<file path="src/rtl/iter_multiply.sv">
// iter_multiply: iterative shift-and-add signed/unsigned multiplier, RADIX_BITS multiplier bits per cycle.
// Optional MULT_EARLY_TERM_EN: leave CALC as soon as the remaining multiplier bits are all zero.
module iter_multiply #(
  parameter int WIDTH      = 32,
  parameter int RADIX_BITS = 2
) (
  input  logic               clk,
  input  logic               rst,
  input  logic               mult_begin,
  input  logic               mult_signed,
  input  logic [WIDTH-1:0]   mult_op1,
  input  logic [WIDTH-1:0]   mult_op2,
  output logic [2*WIDTH-1:0] product,
  output logic               mult_end,
  output logic               busy
);
  localparam int N  = WIDTH / RADIX_BITS;
  localparam int CW = $clog2(N + 1);
  typedef enum logic [1:0] {IDLE, CALC, DONE} state_t;
  state_t               state_q;
  logic [2*WIDTH-1:0]   acc_q, mcand_q, product_q, psum, acc_d;
  logic [WIDTH-1:0]     mplier_q, mplier_d, op1_mag, op2_mag;
  logic [CW-1:0]        cnt_q;
  logic                 sign_q, mult_end_q, busy_q, last;
  // Operate on magnitudes so the most negative value becomes 2^(WIDTH-1).
  always_comb begin
    op1_mag  = (mult_signed & mult_op1[WIDTH-1]) ? -mult_op1 : mult_op1;
    op2_mag  = (mult_signed & mult_op2[WIDTH-1]) ? -mult_op2 : mult_op2;
    psum     = '0;
    for (int i = 0; i < RADIX_BITS; i++)
      psum = psum + (mplier_q[i] ? (mcand_q << i) : '0);
    acc_d    = acc_q + psum;
    mplier_d = mplier_q >> RADIX_BITS;
`ifdef MULT_EARLY_TERM_EN
    last     = (cnt_q == CW'(N - 1)) || (mplier_d == '0);
`else
    last     = cnt_q == CW'(N - 1);
`endif
  end
  always_ff @(posedge clk or posedge rst) begin
    if (rst) begin
      state_q    <= IDLE;
      acc_q      <= '0;
      mcand_q    <= '0;
      mplier_q   <= '0;
      cnt_q      <= '0;
      sign_q     <= 1'b0;
      product_q  <= '0;
      mult_end_q <= 1'b0;
      busy_q     <= 1'b0;
    end else begin
      mult_end_q <= 1'b0;
      case (state_q)
        IDLE: if (mult_begin) begin
          mcand_q  <= {{WIDTH{1'b0}}, op1_mag};
          mplier_q <= op2_mag;
          sign_q   <= mult_signed & (mult_op1[WIDTH-1] ^ mult_op2[WIDTH-1]);
          acc_q    <= '0;
          cnt_q    <= '0;
          busy_q   <= 1'b1;
          state_q  <= CALC;
        end
        CALC: begin
          acc_q    <= acc_d;
          mcand_q  <= mcand_q << RADIX_BITS;
          mplier_q <= mplier_d;
          cnt_q    <= cnt_q + CW'(1);
          if (last) begin
            product_q  <= sign_q ? -acc_d : acc_d;
            mult_end_q <= 1'b1;
            state_q    <= DONE;
          end
        end
        DONE: begin
          busy_q  <= 1'b0;
          state_q <= IDLE;
        end
        default: state_q <= IDLE;
      endcase
    end
  end
  assign product  = product_q;
  assign mult_end = mult_end_q;
  assign busy     = busy_q;
endmodule

</file>
<file path="config.mk">
export PLATFORM = sky130hd
export DESIGN_NAME = iter_multiply
export DESIGN_NICKNAME = d
export VERILOG_FILES = /design/src/rtl/iter_multiply.sv
export SDC_FILE = /design/constraint.sdc
export NUM_CORES = 1
export LEC_CHECK = 0
export CORE_MARGIN = 4
export CORE_UTILIZATION = 60
export DETAILED_ROUTE_END_ITERATION = 7
export DONT_BUFFER_PORTS = 1
export PLACE_DENSITY_LB_ADDON = 0.3
export SETUP_SLACK_MARGIN = 0.3
export SYNTH_ARGS = -nofsm -noshare
export SYNTH_HDL_FRONTEND = slang
export SYNTH_SLANG_ARGS = --single-unit
</file>
<file path="constraint.sdc">
create_clock -name clk -period 21.5 [get_ports clk]
set_clock_uncertainty 0.05 [all_clocks]
set_input_delay 2.15 -clock clk [delete_from_list [all_inputs] [get_ports clk]]
set_output_delay 2.15 -clock clk [all_outputs]
set_load 0.02 [all_outputs]
</file>
After elaboration in Yosys (flattened, before gate mapping)
Cells that the tools add are included.
{ "totals": {"ff_bits": 234, "latch_bits": 0, "ramBits": 0, "mem_bits_ro": 0, "wordCells": 52, "mem_count": 0} }
{ "classes": {"add_sub_neg": 6, "multipliers": 0, "div_mod_pow": 0, "magnitude_cmp": 0, "eq_ne": 5, "shifts": 0, "muxes": 20, "bitwise": 4, "reduce_logical": 8} }
{ "ops": {"columns": ["operator", "count"], "rows": [
  ["$mux 64", 5],
  ["$pmux 64 s2", 2],
  ["$add 64x64->64", 2],
  ["$mux 32", 3],
  ["$neg 32->32", 2],
  ["$neg 64->64", 1],
  ["$pmux 32 s2", 1],
  ["$pmux 5 s2", 1],
  ["$reduce_and 2->1", 5],
  ["$add 5x1->5 const B", 1],
  ["$eq 5x4->1 const B", 1],
  ["$mux 5", 1],
  ["$mux 2", 2],
  ["$ne 2x2->1 const B", 2],
  ["$pmux 2 s2", 1],
  ["$reduce_bool 2->1", 2],
  ["$and 1x1->1", 3],
  ["$mux 1", 3],
  ["$eq 2x1->1 const B", 1],
  ["$eq 2x2->1 const B", 1],
  ["$logic_not 2->1", 1],
  ["$pmux 1 s2", 1],
  ["$xor 1x1->1", 1]
]} }

Logic depth before layout (Yosys ltp)
{ "depth": {"ltp_word": 5, "mapped_depth": 19, "mapped_depth_nobuf": 16} }

Worst setup path after synthesis
No wires, ideal clock.
{ "synth_timing": {"kind": "reg2reg", "start": "register mplier_q[0]", "end": "register product_q[63], in the netlist product[63]", "arrival_time_ns": 5.348, "required_ns": 21.381, "setup_slack_ns": 16.033, "path_stages_with_launch": 20, "cell_sequence": "dfrtp_1 clkbuf_1 clkbuf_1 and2_1 fa_1 ha_1 buf_6 a21o_1 a21boi_2 a21oi_1 or3_1 a211o_1 or4b_4 or4_1 buf_2 nor3_4 nand4_4 or3_1 or4_1 nand3_1"} }
{ "synth_between": {"elab_chain_len": 5} }
{ "synth_rtl": {"columns": ["element", "line", "source"], "rows": [
  ["start: declaration", "22", "logic [WIDTH-1:0] mplier_q, mplier_d, op1_mag, op2_mag;"],
  ["start signal: assignment", "56", "mplier_q <= op2_mag;"],
  ["start signal: assignment", "66", "mplier_q <= mplier_d;"],
  ["$mux 64 (*)", "31", "psum = psum + (mplier_q[i] ? (mcand_q << i) : '0);"],
  ["$add 64x64->64 (*)", "31", null],
  ["$add 64x64->64 (*)", "32", "acc_d = acc_q + psum;"],
  ["$neg 64->64", "69", "product_q <= sign_q ? -acc_d : acc_d;"],
  ["$mux 64 (*)", "69", null],
  ["end signal: assignment", "69", null],
  ["end: declaration", "21", "logic [2*WIDTH-1:0] acc_q, mcand_q, product_q, psum, acc_d;"]
]} }
Mark *: on every way between the ends. The rest lies on a longest branch, timed or not.
A chain may end at the register's enable or synchronous reset.

Final worst setup path
{ "layout_timing": {"start": "register mplier_q[1]", "end": "register product_q[62], in the netlist product[62]"} }
Same word-level chain as after synthesis.

==> impl_metrics.ini <==
[status]
outcome = finished with violations
violations_in_the_final_reports = DRC

[global_route]
grt_first_pass_wirelength_um = 81500
grt.overflow.total = 0
busiest_layer = met2
fraction_of_met1_tracks_used_by_global_routing_pct = 44.0
grt_util_all_layers_pct = 29.9
globalRouteMet2Util_pct = 44.5
grt_start_max_net_pins = 93
met3_usage_grt_pct = 7.69
initial_antenna_violation_count = 0
first_global_vias = 15600

[synth]
synthesis.nets = 2321
register_area_share_after_synthesis_pct = 32.7
postSynth.asyncResetShare_pct = 100
syn_area_per_cell_um2 = 8.43
synth_instances = 2122
postSynthRegisterBits = 234
ys_types = 76
synth_ff_type = sky130_fd_sc_hd__dfrtp_1
number_of_enable_type_register_cells_in_the_synthesized_netlist = 0
synth_warnings = 0
synthesis.area_um2 = 17900

[critical_path]
signal_arrival_time_at_the_worst_endpoint_ns = 6.87
endpoint_kind = flip-flop
critical_path_peak_fanout = 46
regToRegEndpoint = product[62]$_DFFE_PP0P_
worstSetupPathType = reg -> reg
regToRegSetupSlack_ns = 14.97
worstSetupStartpoint = mplier_q[1]$_DFFE_PP0P_
worst_ep_required_time_ns = 21.84
r2r_start = mplier_q[1]$_DFFE_PP0P_
worstSetupEndpoint = product[62]$_DFFE_PP0P_
crit_path_start_kind = flip-flop
rr_worst_depth = 16

[routing]
dr.first_iter.drc_count = 1656
antenna_left = 0
dr_total_vias = 16000
avgViaCountPerCell = 6.54
drc = 1
detail_route.wl_per_cell_um = 20.3
firstDrtPassIters = 8
postRouteWirelength_um = 49700

[clock_tree]
post-cts-setup-buffer-count = 0
cts.clk_slew.worst_paths_ns = 0.06
clkSinkCount = 234
ctsLongestPathBuffers = 3
count_of_h_tree_levels_built_during_cts = 1
cts-resized-gates = 0
cts.root.buffer_cell = sky130_fd_sc_hd__clkbuf_16
tritoncts.num_buffers = 25
cts_hold_buf = 0
clock_insertion_delay_worst_skew_ns = 0.56
clock_tree_from_tritoncts = built

[timing]
finalSetupViolations = 0
slew_viol_final = 0
layout_min_cycle_time_ns = 6.53
tightest_slew_ns = 1.20
layout_worst_path_cycle_share_pct = 30.4
setup_total_negative_slack_ns = 0
achievable-frequency_mhz = 153
slew_headroom_pct = 19.8
unrepaired_setup_endpoints_after_global_routing = no
hold_viol_final = 0

[placed_design]
place.port_buffers = 0
place.gp.congestion = 1.10
detailed_placer_s_ending_hpwl_um = 37200

[finish]
drive_gt1_share_pct = 3.98
final_common_cell = sky130_fd_sc_hd__nand2_1
layout.cells.most_common_list = sky130_fd_sc_hd__nand2_1, sky130_fd_sc_hd__o21ai_0, sky130_fd_sc_hd__dfrtp_1, sky130_fd_sc_hd__and2_1, sky130_fd_sc_hd__nand3_1
design.final.nets = 2239
area_delta_synth_final_pct = 5.71
antenna_cells = 0

[min_path]
holdCritPathClass = reg -> reg

[die]
die-area_um2 = 32600
chipWidth_um = 181
rows = 62
floorplan.initialDensity_pct = 61.5
die_y_um = 181
core_um2 = 29100
boundaryPins = 134

[job]
maxCapViolCount = 0
==> worst max-delay path, stage by stage (launching register included) <==
cell and delay, ns:
sky130_fd_sc_hd__dfrtp_1 0.63, sky130_fd_sc_hd__buf_4 0.51, sky130_fd_sc_hd__and2_1 0.22, sky130_fd_sc_hd__fa_1 0.42
sky130_fd_sc_hd__ha_1 0.45, sky130_fd_sc_hd__a21oi_1 0.25, sky130_fd_sc_hd__o21ai_0 0.21, sky130_fd_sc_hd__a21oi_1 0.39
sky130_fd_sc_hd__nand2_1 0.10, sky130_fd_sc_hd__o31ai_1 0.71, sky130_fd_sc_hd__xor2_1 0.39, sky130_fd_sc_hd__nand2_1 0.14
sky130_fd_sc_hd__nor4b_1 0.57, sky130_fd_sc_hd__nand3b_1 0.44, sky130_fd_sc_hd__o41ai_1 0.59, sky130_fd_sc_hd__xnor2_1 0.17
sky130_fd_sc_hd__o21ai_0 0.09
==> Yosys cell counts (7+ instances only) <==
cell,n,area (um^2)
sky130_fd_sc_hd__o21ai_0,267,1340
sky130_fd_sc_hd__o211ai_1,15,113
sky130_fd_sc_hd__clkbuf_1,112,420
sky130_fd_sc_hd__a21oi_1,110,551
sky130_fd_sc_hd__a22oi_1,56,420
sky130_fd_sc_hd__nand2b_1,11,68.8
sky130_fd_sc_hd__and3_1,10,62.6
sky130_fd_sc_hd__o21ai_1,10,50.1
sky130_fd_sc_hd__nand2_1,303,1140
sky130_fd_sc_hd__ha_1,68,851
sky130_fd_sc_hd__and2_1,138,863
sky130_fd_sc_hd__or3_1,12,75.1
sky130_fd_sc_hd__dfrtp_1,234,5860
sky130_fd_sc_hd__nor2_1,94,353
sky130_fd_sc_hd__mux2i_1,7,70.1
sky130_fd_sc_hd__fa_1,63,1260
sky130_fd_sc_hd__nand3_1,118,591
sky130_fd_sc_hd__a31oi_1,12,75.1
sky130_fd_sc_hd__o41ai_1,14,123
sky130_fd_sc_hd__xnor2_1,89,780
sky130_fd_sc_hd__o21bai_1,8,60.1
sky130_fd_sc_hd__a21o_1,25,188
sky130_fd_sc_hd__nor3_1,28,140
sky130_fd_sc_hd__inv_1,36,135
sky130_fd_sc_hd__nor4_1,11,68.8
sky130_fd_sc_hd__or4_1,11,82.6
sky130_fd_sc_hd__and4_1,7,61.3
sky130_fd_sc_hd__o31ai_1,36,270
sky130_fd_sc_hd__a211oi_1,10,75.1
sky130_fd_sc_hd__xor2_1,81,709
sky130_fd_sc_hd__nand4_1,29,181
==> flip-flops by register name (all words and copies together), names as in the netlist <==
name,flops
cnt_q,5
mult_end,1
mcand_q,64
mplier_q,32
acc_q,64
state_q,2
busy,1
product,64
sign_q,1
==> routing by layer <==
metal,part of all wire [%],up-vias
li1,-,7388
met1,43,7583
met2,43,887
met3,12,120
met4,2.4,0
met5,0,-
==> metrics by stage <==
step                worst slack, ns  area [um^2]  util, %  instances  hold slack, ns
detailed placement            15.14        18000     62.0       2397           0.423
CTS                           15.18        18900     65.0       2443           0.438
global route                  14.56        18900     65.0       2443           0.459
finish                        14.97        18900     65.0       2443           0.433
floorplan                     12.88        17900        -       2122           0.397
global placement              15.43        18000     62.0       2397           0.413
==> layout make-up <==
cell class	instances	area, um^2
Fill cell	2427	10200
Multi-Input combinational cell	1729	11400
Tap cell	384	480
Inverter	36	143
Timing Repair Buffer	14	105
Clock inverter	11	149
Clock buffer	35	733
Sequential cell	234	5860
==> worst min path at each step <==
stage | from | endpoint | slack, ns | cells after the start
final | mplier_q[31]$_DFFE_PP0P_ | mplier_q[31]$_DFFE_PP0P_ | 0.43 | 2
after global routing | cnt_q[3]$_DFFE_PP0P_ | cnt_q[3]$_DFFE_PP0P_ | 0.46 | 1
after CTS | mplier_q[31]$_DFFE_PP0P_ | mplier_q[31]$_DFFE_PP0P_ | 0.44 | 2
after detailed placement | mplier_q[31]$_DFFE_PP0P_ | mplier_q[31]$_DFFE_PP0P_ | 0.42 | 2
after global placement | cnt_q[3]$_DFFE_PP0P_ | cnt_q[3]$_DFFE_PP0P_ | 0.41 | 1
after floorplan | mplier_q[31]$_DFFE_PP0P_ | mplier_q[31]$_DFFE_PP0P_ | 0.40 | 2
==> cell families (layout without fill, tap and decap cells) <==
logic type / count (synthesis) / count (layout) / share of synthesized area, %
buffers and inverters: 159 / 96 / 3.46
AO/OA/AOI/OAI: 620 / 620 / 21.3
adder cells (fa/ha/maj): 131 / 131 / 11.8
flip-flops: 234 / 234 / 32.7
AND/OR/NAND/NOR: 801 / 801 / 22.0
XOR/XNOR: 170 / 170 / 8.32
multiplexers: 7 / 7 / 0.392
Power is left out: the tool's default activity adds up to more than one toggle a clock period on the data nets, which glitch-free logic cannot reach.
